[src/rtl/hdc_hamming_sched.sv]
// rtl/hdc_hamming_sched.sv - ham/spam Hamming-distance scheduler for one HDC query hypervector.
// Streams query and prototypes chunk by chunk, accumulates per-class distances, issues a decision.
module hdc_hamming_sched #(
  parameter int DIM   = 10000,
  parameter int CHUNK = 100,
  localparam int N_CHK  = DIM / CHUNK,
  localparam int ADDR_W = $clog2(N_CHK),
  localparam int CNT_W  = $clog2(DIM + 1)
) (
  input  logic              clk,
  input  logic              rst,
  input  logic              start,
  output logic              rd_en,
  output logic [ADDR_W-1:0] chunk_addr,
  input  logic [CHUNK-1:0]  q_chunk,
  input  logic [CHUNK-1:0]  ham_chunk,
  input  logic [CHUNK-1:0]  spam_chunk,
  output logic              busy,
  output logic              done,
  output logic [CNT_W-1:0]  distHam,
  output logic [CNT_W-1:0]  distSpam,
  output logic [1:0]        hamSpam
);

  localparam int PC_W = $clog2(CHUNK + 1);

  if (DIM % CHUNK != 0) begin : g_bad_dim
    $error("hdc_hamming_sched: DIM must be a multiple of CHUNK");
  end

  typedef enum logic [1:0] {S_IDLE, S_RUN, S_LAST, S_RESULT} state_t;

  state_t              state_q, state_d;
  logic                rd_en_q, rd_en_d;
  logic                vld_q, vld_d;
  logic [ADDR_W-1:0]   addr_q, addr_d;
  logic                busy_q, busy_d;
  logic                done_q, done_d;
  logic [CNT_W-1:0]    acc_h_q, acc_h_d;
  logic [CNT_W-1:0]    acc_s_q, acc_s_d;
  logic [CNT_W-1:0]    dist_h_q, dist_h_d;
  logic [CNT_W-1:0]    dist_s_q, dist_s_d;
  logic [1:0]          ham_spam_q, ham_spam_d;

  function automatic logic [PC_W-1:0] popcnt(input logic [CHUNK-1:0] v);
    logic [PC_W-1:0] c;
    c = '0;
    for (int i = 0; i < CHUNK; i++) begin
      c = c + PC_W'(v[i]);
    end
    return c;
  endfunction

  always_comb begin
    state_d    = state_q;
    rd_en_d    = 1'b0;
    vld_d      = rd_en_q;
    addr_d     = addr_q;
    busy_d     = busy_q;
    done_d     = 1'b0;
    acc_h_d    = acc_h_q;
    acc_s_d    = acc_s_q;
    dist_h_d   = dist_h_q;
    dist_s_d   = dist_s_q;
    ham_spam_d = ham_spam_q;

    // Chunk data is only looked at when a read was issued the previous cycle.
    if (vld_q) begin
      acc_h_d = acc_h_q + CNT_W'(popcnt(q_chunk ^ ham_chunk));
      acc_s_d = acc_s_q + CNT_W'(popcnt(q_chunk ^ spam_chunk));
    end

    case (state_q)
      S_IDLE: begin
        busy_d = start;
        if (start) begin
          acc_h_d = '0;
          acc_s_d = '0;
          rd_en_d = 1'b1;
          addr_d  = '0;
          state_d = S_RUN;
        end
      end
      S_RUN: begin
        if (addr_q == ADDR_W'(N_CHK - 1)) begin
          state_d = S_LAST;
        end else begin
          rd_en_d = 1'b1;
          addr_d  = addr_q + 1'b1;
        end
      end
      S_LAST: begin
        state_d = S_RESULT;
      end
      S_RESULT: begin
        dist_h_d = acc_h_q;
        dist_s_d = acc_s_q;
        if (acc_h_q < acc_s_q) begin
          ham_spam_d = 2'b01;
        end else if (acc_h_q > acc_s_q) begin
          ham_spam_d = 2'b11;
        end else begin
          ham_spam_d = 2'b00;
        end
        done_d  = 1'b1;
        state_d = S_IDLE;
      end
      default: state_d = S_IDLE;
    endcase
  end

  always_ff @(posedge clk or posedge rst) begin
    if (rst) begin
      state_q    <= S_IDLE;
      rd_en_q    <= 1'b0;
      vld_q      <= 1'b0;
      addr_q     <= '0;
      busy_q     <= 1'b0;
      done_q     <= 1'b0;
      acc_h_q    <= '0;
      acc_s_q    <= '0;
      dist_h_q   <= '0;
      dist_s_q   <= '0;
      ham_spam_q <= 2'b00;
    end else begin
      state_q    <= state_d;
      rd_en_q    <= rd_en_d;
      vld_q      <= vld_d;
      addr_q     <= addr_d;
      busy_q     <= busy_d;
      done_q     <= done_d;
      acc_h_q    <= acc_h_d;
      acc_s_q    <= acc_s_d;
      dist_h_q   <= dist_h_d;
      dist_s_q   <= dist_s_d;
      ham_spam_q <= ham_spam_d;
    end
  end

  assign rd_en      = rd_en_q;
  assign chunk_addr = addr_q;
  assign busy       = busy_q;
  assign done       = done_q;
  assign distHam    = dist_h_q;
  assign distSpam   = dist_s_q;
  assign hamSpam    = ham_spam_q;

endmodule

[config.mk]
export PLATFORM = sky130hd
export DESIGN_NAME = hdc_hamming_sched
export DESIGN_NICKNAME = d
export VERILOG_FILES = /design/src/rtl/hdc_hamming_sched.sv
export SDC_FILE = /design/constraint.sdc
export NUM_CORES = 1
export LEC_CHECK = 0
export CORE_MARGIN = 1
export CORE_UTILIZATION = 52
export CTS_CLUSTER_DIAMETER = 50
export CTS_CLUSTER_SIZE = 14
export DETAILED_ROUTE_END_ITERATION = 10
export HOLD_SLACK_MARGIN = 0.1
export PLACE_DENSITY_LB_ADDON = 0.1
export SLEW_MARGIN = 10
export SYNTH_ARGS = -nofsm -noshare
export SYNTH_HDL_FRONTEND = slang
export SYNTH_SLANG_ARGS = --single-unit
[constraint.sdc]
create_clock -name clk -period 10.3 [get_ports clk]
set_input_delay 1.03 -clock clk [delete_from_list [all_inputs] [get_ports clk]]
set_output_delay 1.03 -clock clk [all_outputs]
set_load 0.02 [all_outputs]
==> metrics.md <==
| Metric | Value |
|---|---|
| Global-route wire length before repair | `45820 µm` |
| Crit path kind | `input port to flip-flop` |
| Starting Density | `0.5333` |
| Crit path launch type | `input port` |
| Routed Antenna Nets | `0` |
| Required time of the worst setup path | `10.48 ns` |
| Fin Clk Skew | `~0.0044 ns` |
| Most used cell, CP | `fa_1` |
| Antenna violations before repair | `0` |
| Post-synth EDFFs | `0` |
| Fin crit share | `0.8212` |
| Mapped Cells | `just over 1000` |
| Syn Std Cell Area | `0.01083 mm²` |
| # rows | `52` |
| Worst rel slew slack | `0.3859` |
| Share of layout cells above drive strength 1 | `0.04047` |
| Hold crit path type | `flip-flop to flip-flop` |
| Crit Path Max Fanout | `2` |
| Via count | `approximately 8000` |
| DRC violations left | `0` |
| Placed cells | `~1600` |
| Async SR Flop Fraction | `1.000` |
| Max-slew violation count | `0` |
| #FFs+latches synth | `between 70 and 80` |
| Ys flop type | `dfrtp_1` |
| Area Overhead vs Synth | `37.39%` |
| Worst EP arrival | `8.64 ns` |
| Mapped Nets | `~1600` |
| Vias in the first global route | `roughly 9000` |
| Hold Vio Cnt, Final | `0` |
| FMAX | `roughly 0.12 GHz` |
| Sequential area share after synthesis | `0.1641` |
| Fin crit period | `between 8 and 9 ns` |
| Root Buffer | `clkbuf_16` |
| Die width | `about 150 µm` |
| Clock Latency Late Sink | `approximately 0.33 ns` |
| WL/cell | `around 17 µm` |
| Clock sink total | `71` |
| Final Setup Violations | `0` |
| Clk buf depth | `2` |
| Via density | `approximately 4.9` |
| Boundary pin count | `between 300 and 400` |
| Post-DP HPWL | `between 20000 and 25000 µm` |
| TritonCTS buffer count | `9` |
| Final-layout fill cell count | `1530` |
| Drt initial violations | `between 200 and 250` |
| Die Span Y | `approximately 150 µm` |
| CTS tree | `yes` |
| Detailed-route wire length | `about 27000 µm` |
| Least-Margin Pin Slew | `around 0.92 ns` |
| Slowest library cell on the worst path | `fa_1` |
| Number of I/O port buffers | `342` |
| Largest net degree at the start of global routing | `72` |
| CORE AREA | `about 0.02 mm²` |
| Critical path's top delay family | `adder cells` |
| Nets@finish | `just under 2000` |
| Antenna cell count | `0` |
| CTS Hold Buffers Added | `0` |
| Post-CTS Resized | `0` |
| Ys Warns | `0` |
| Post-CTS setup buffers | `0` |
| Number of buffers and inverters on the critical path | `8` |
| DRT Pass-1 Iters | `5` |
| Unique masters post-synth | `50` |
| Worst-path clk slew | `around 0.06 ns` |
| Final std cells w/o fill | `roughly 1600` |
| Routability cong. | `0.8673` |
| CP Capture Type | `flip-flop` |
| Run status | `finished, final reports clean` |
| Grt total ovfl | `0` |
| Mapped Avg Cell Area | `10.71 µm²` |
| RSZ-0062 raised after global routing | `no` |
| All-Layer GR Usage | `0.2766` |
| H-tree depth | `3` |
| CP max stage delay | `roughly 0.55 ns` |
| Max-Cap Viols | `0` |
| Die area | `about 0.021 mm²` |
| Setup tns final | `0 ns` |
synth_stat cells, types with 3 or more instances:
| cell type | n | area share |
|---|---|---|
| o21a_1 | 5 | 0.0035 |
| a22oi_1 | 3 | 0.0021 |
| and3_1 | 5 | 0.0029 |
| nor3b_1 | 5 | 0.0035 |
| fa_1 | 182 | 0.34 |
| a211oi_1 | 6 | 0.0042 |
| nand2_1 | 15 | 0.0052 |
| a31oi_1 | 5 | 0.0029 |
| nand2b_1 | 5 | 0.0029 |
| nand3b_1 | 3 | 0.0021 |
| ha_1 | 89 | 0.10 |
| dfrtp_1 | 71 | 0.16 |
| nor3_1 | 3 | 0.0014 |
| o21ai_0 | 25 | 0.012 |
| inv_1 | 197 | 0.068 |
| mux2_2 | 29 | 0.030 |
| nor2_1 | 44 | 0.015 |
| mux2i_1 | 10 | 0.0092 |
| nand4_1 | 5 | 0.0029 |
| nor2b_1 | 6 | 0.0035 |
| a21oi_1 | 15 | 0.0069 |
| nand3_1 | 11 | 0.0051 |
| xor2_1 | 143 | 0.12 |
| a21o_1 | 6 | 0.0042 |
| clkbuf_1 | 7 | 0.0024 |
| xnor2_1 | 79 | 0.064 |
| buf_1 | 5 | 0.0017 |
through the flow:
step	instance area, µm²	setup WS, ns	utilization	hold slack, ns
2_1_floorplan	10830	2.363	-	0.4794
4_1_cts	14870	1.818	0.7327	0.3768
6_report	14870	1.841	0.7327	0.3755
3_3_place_gp	14560	1.582	0.7172	0.3594
3_5_place_dp	14560	1.499	0.7172	0.3614
5_1_grt	14870	1.420	0.7327	0.3868
layout by cell type, fill, tap and decap left out, types with 3 or more instances in the layout:
cell and count:
nand3_1 11, mux2i_1 10, inv_1 196, clkdlybuf4s50_1 342, xor2_1 143, nand2b_1 5
mux2_2 29, a211oi_1 6, nor3b_1 5, nor2b_1 6, nand3b_1 3, ha_1 89
clkbuf_16 9, nor2_1 44, buf_4 3, a31oi_1 5, a21o_1 6, nand2_1 15
o21ai_0 25, xnor2_1 79, nor3_1 3, o21a_1 5, a21oi_1 15, and3_1 5
nand4_1 5, fa_1 182, dfrtp_1 71, a22oi_1 3
worst reg2reg max path: cells and delay by family, from the launching register on:
family	cells	cell delay (ns)
adder cells (fa/ha/maj)	11	5.60
AO/OA/AOI/OAI	4	0.61
AND/OR/NAND/NOR	2	0.59
flip-flops	1	0.48
buffers and inverters	1	0.06
flip-flops by register name (all words and copies together), names as in the netlist:
signal	cells
chunk_addr	7
vld_q	1
hamSpam	2
rd_en	1
busy	1
distHam	14
acc_s_q	14
distSpam	14
done	1
acc_h_q	14
state_q	2
metal layers:
| metal | vias up | share of wire | global-route usage | routed length [µm] |
|---|---|---|---|---|
| met3 | 24 | 0.057 | 0.04594 | 1561 |
| met5 | - | 0 | 0 | 0 |
| li1 | 3832 | - | - | - |
| met4 | 0 | 0.012 | 0.04583 | 331 |
| met2 | 243 | 0.51 | 0.4950 | 14040 |
| met1 | 3927 | 0.42 | 0.3567 | 11400 |
worst paths after layout:
kind	from	endpoint	slack (ns)	cells after the start
hold reg to reg	rd_en	vld_q	0.38	0
setup / recovery	q_chunk[78]	acc_h_q[10]	1.84	26
setup reg to reg	acc_s_q[0]	acc_s_q[12]	2.86	18
min in group asynchronous	rst	done	1.28	3
max in group asynchronous	rst	distSpam[4]	8.43	3
hold / removal	rd_en	vld_q	0.38	0
layout make-up:
cell class	count	area, µm²	area share
clock buffers	10	229.0	0.01540
clock inverters	6	85.08	0.005721
inverters	197	739.5	0.04972
multi-input cells	730	8259	0.5553
flip-flops and latches	71	1777	0.1195
well taps	270	337.8	0.02271
repair buffers	345	3446	0.2317
cells by family (layout without fill, tap and decap cells):
family / count (synthesis) / count (layout) / synth area share
multiplexers: 39 / 39 / 0.03941
AND/OR/NAND/NOR: 112 / 112 / 0.05190
XOR/XNOR: 222 / 222 / 0.1796
buffers and inverters: 210 / 558 / 0.07293
adder cells (fa/ha/maj): 271 / 271 / 0.4394
AO/OA/AOI/OAI: 86 / 86 / 0.05259
flip-flops: 71 / 71 / 0.1641
Power is left out: the tool's default activity adds up to more than one toggle a clock period on the data nets, which glitch-free logic cannot reach.
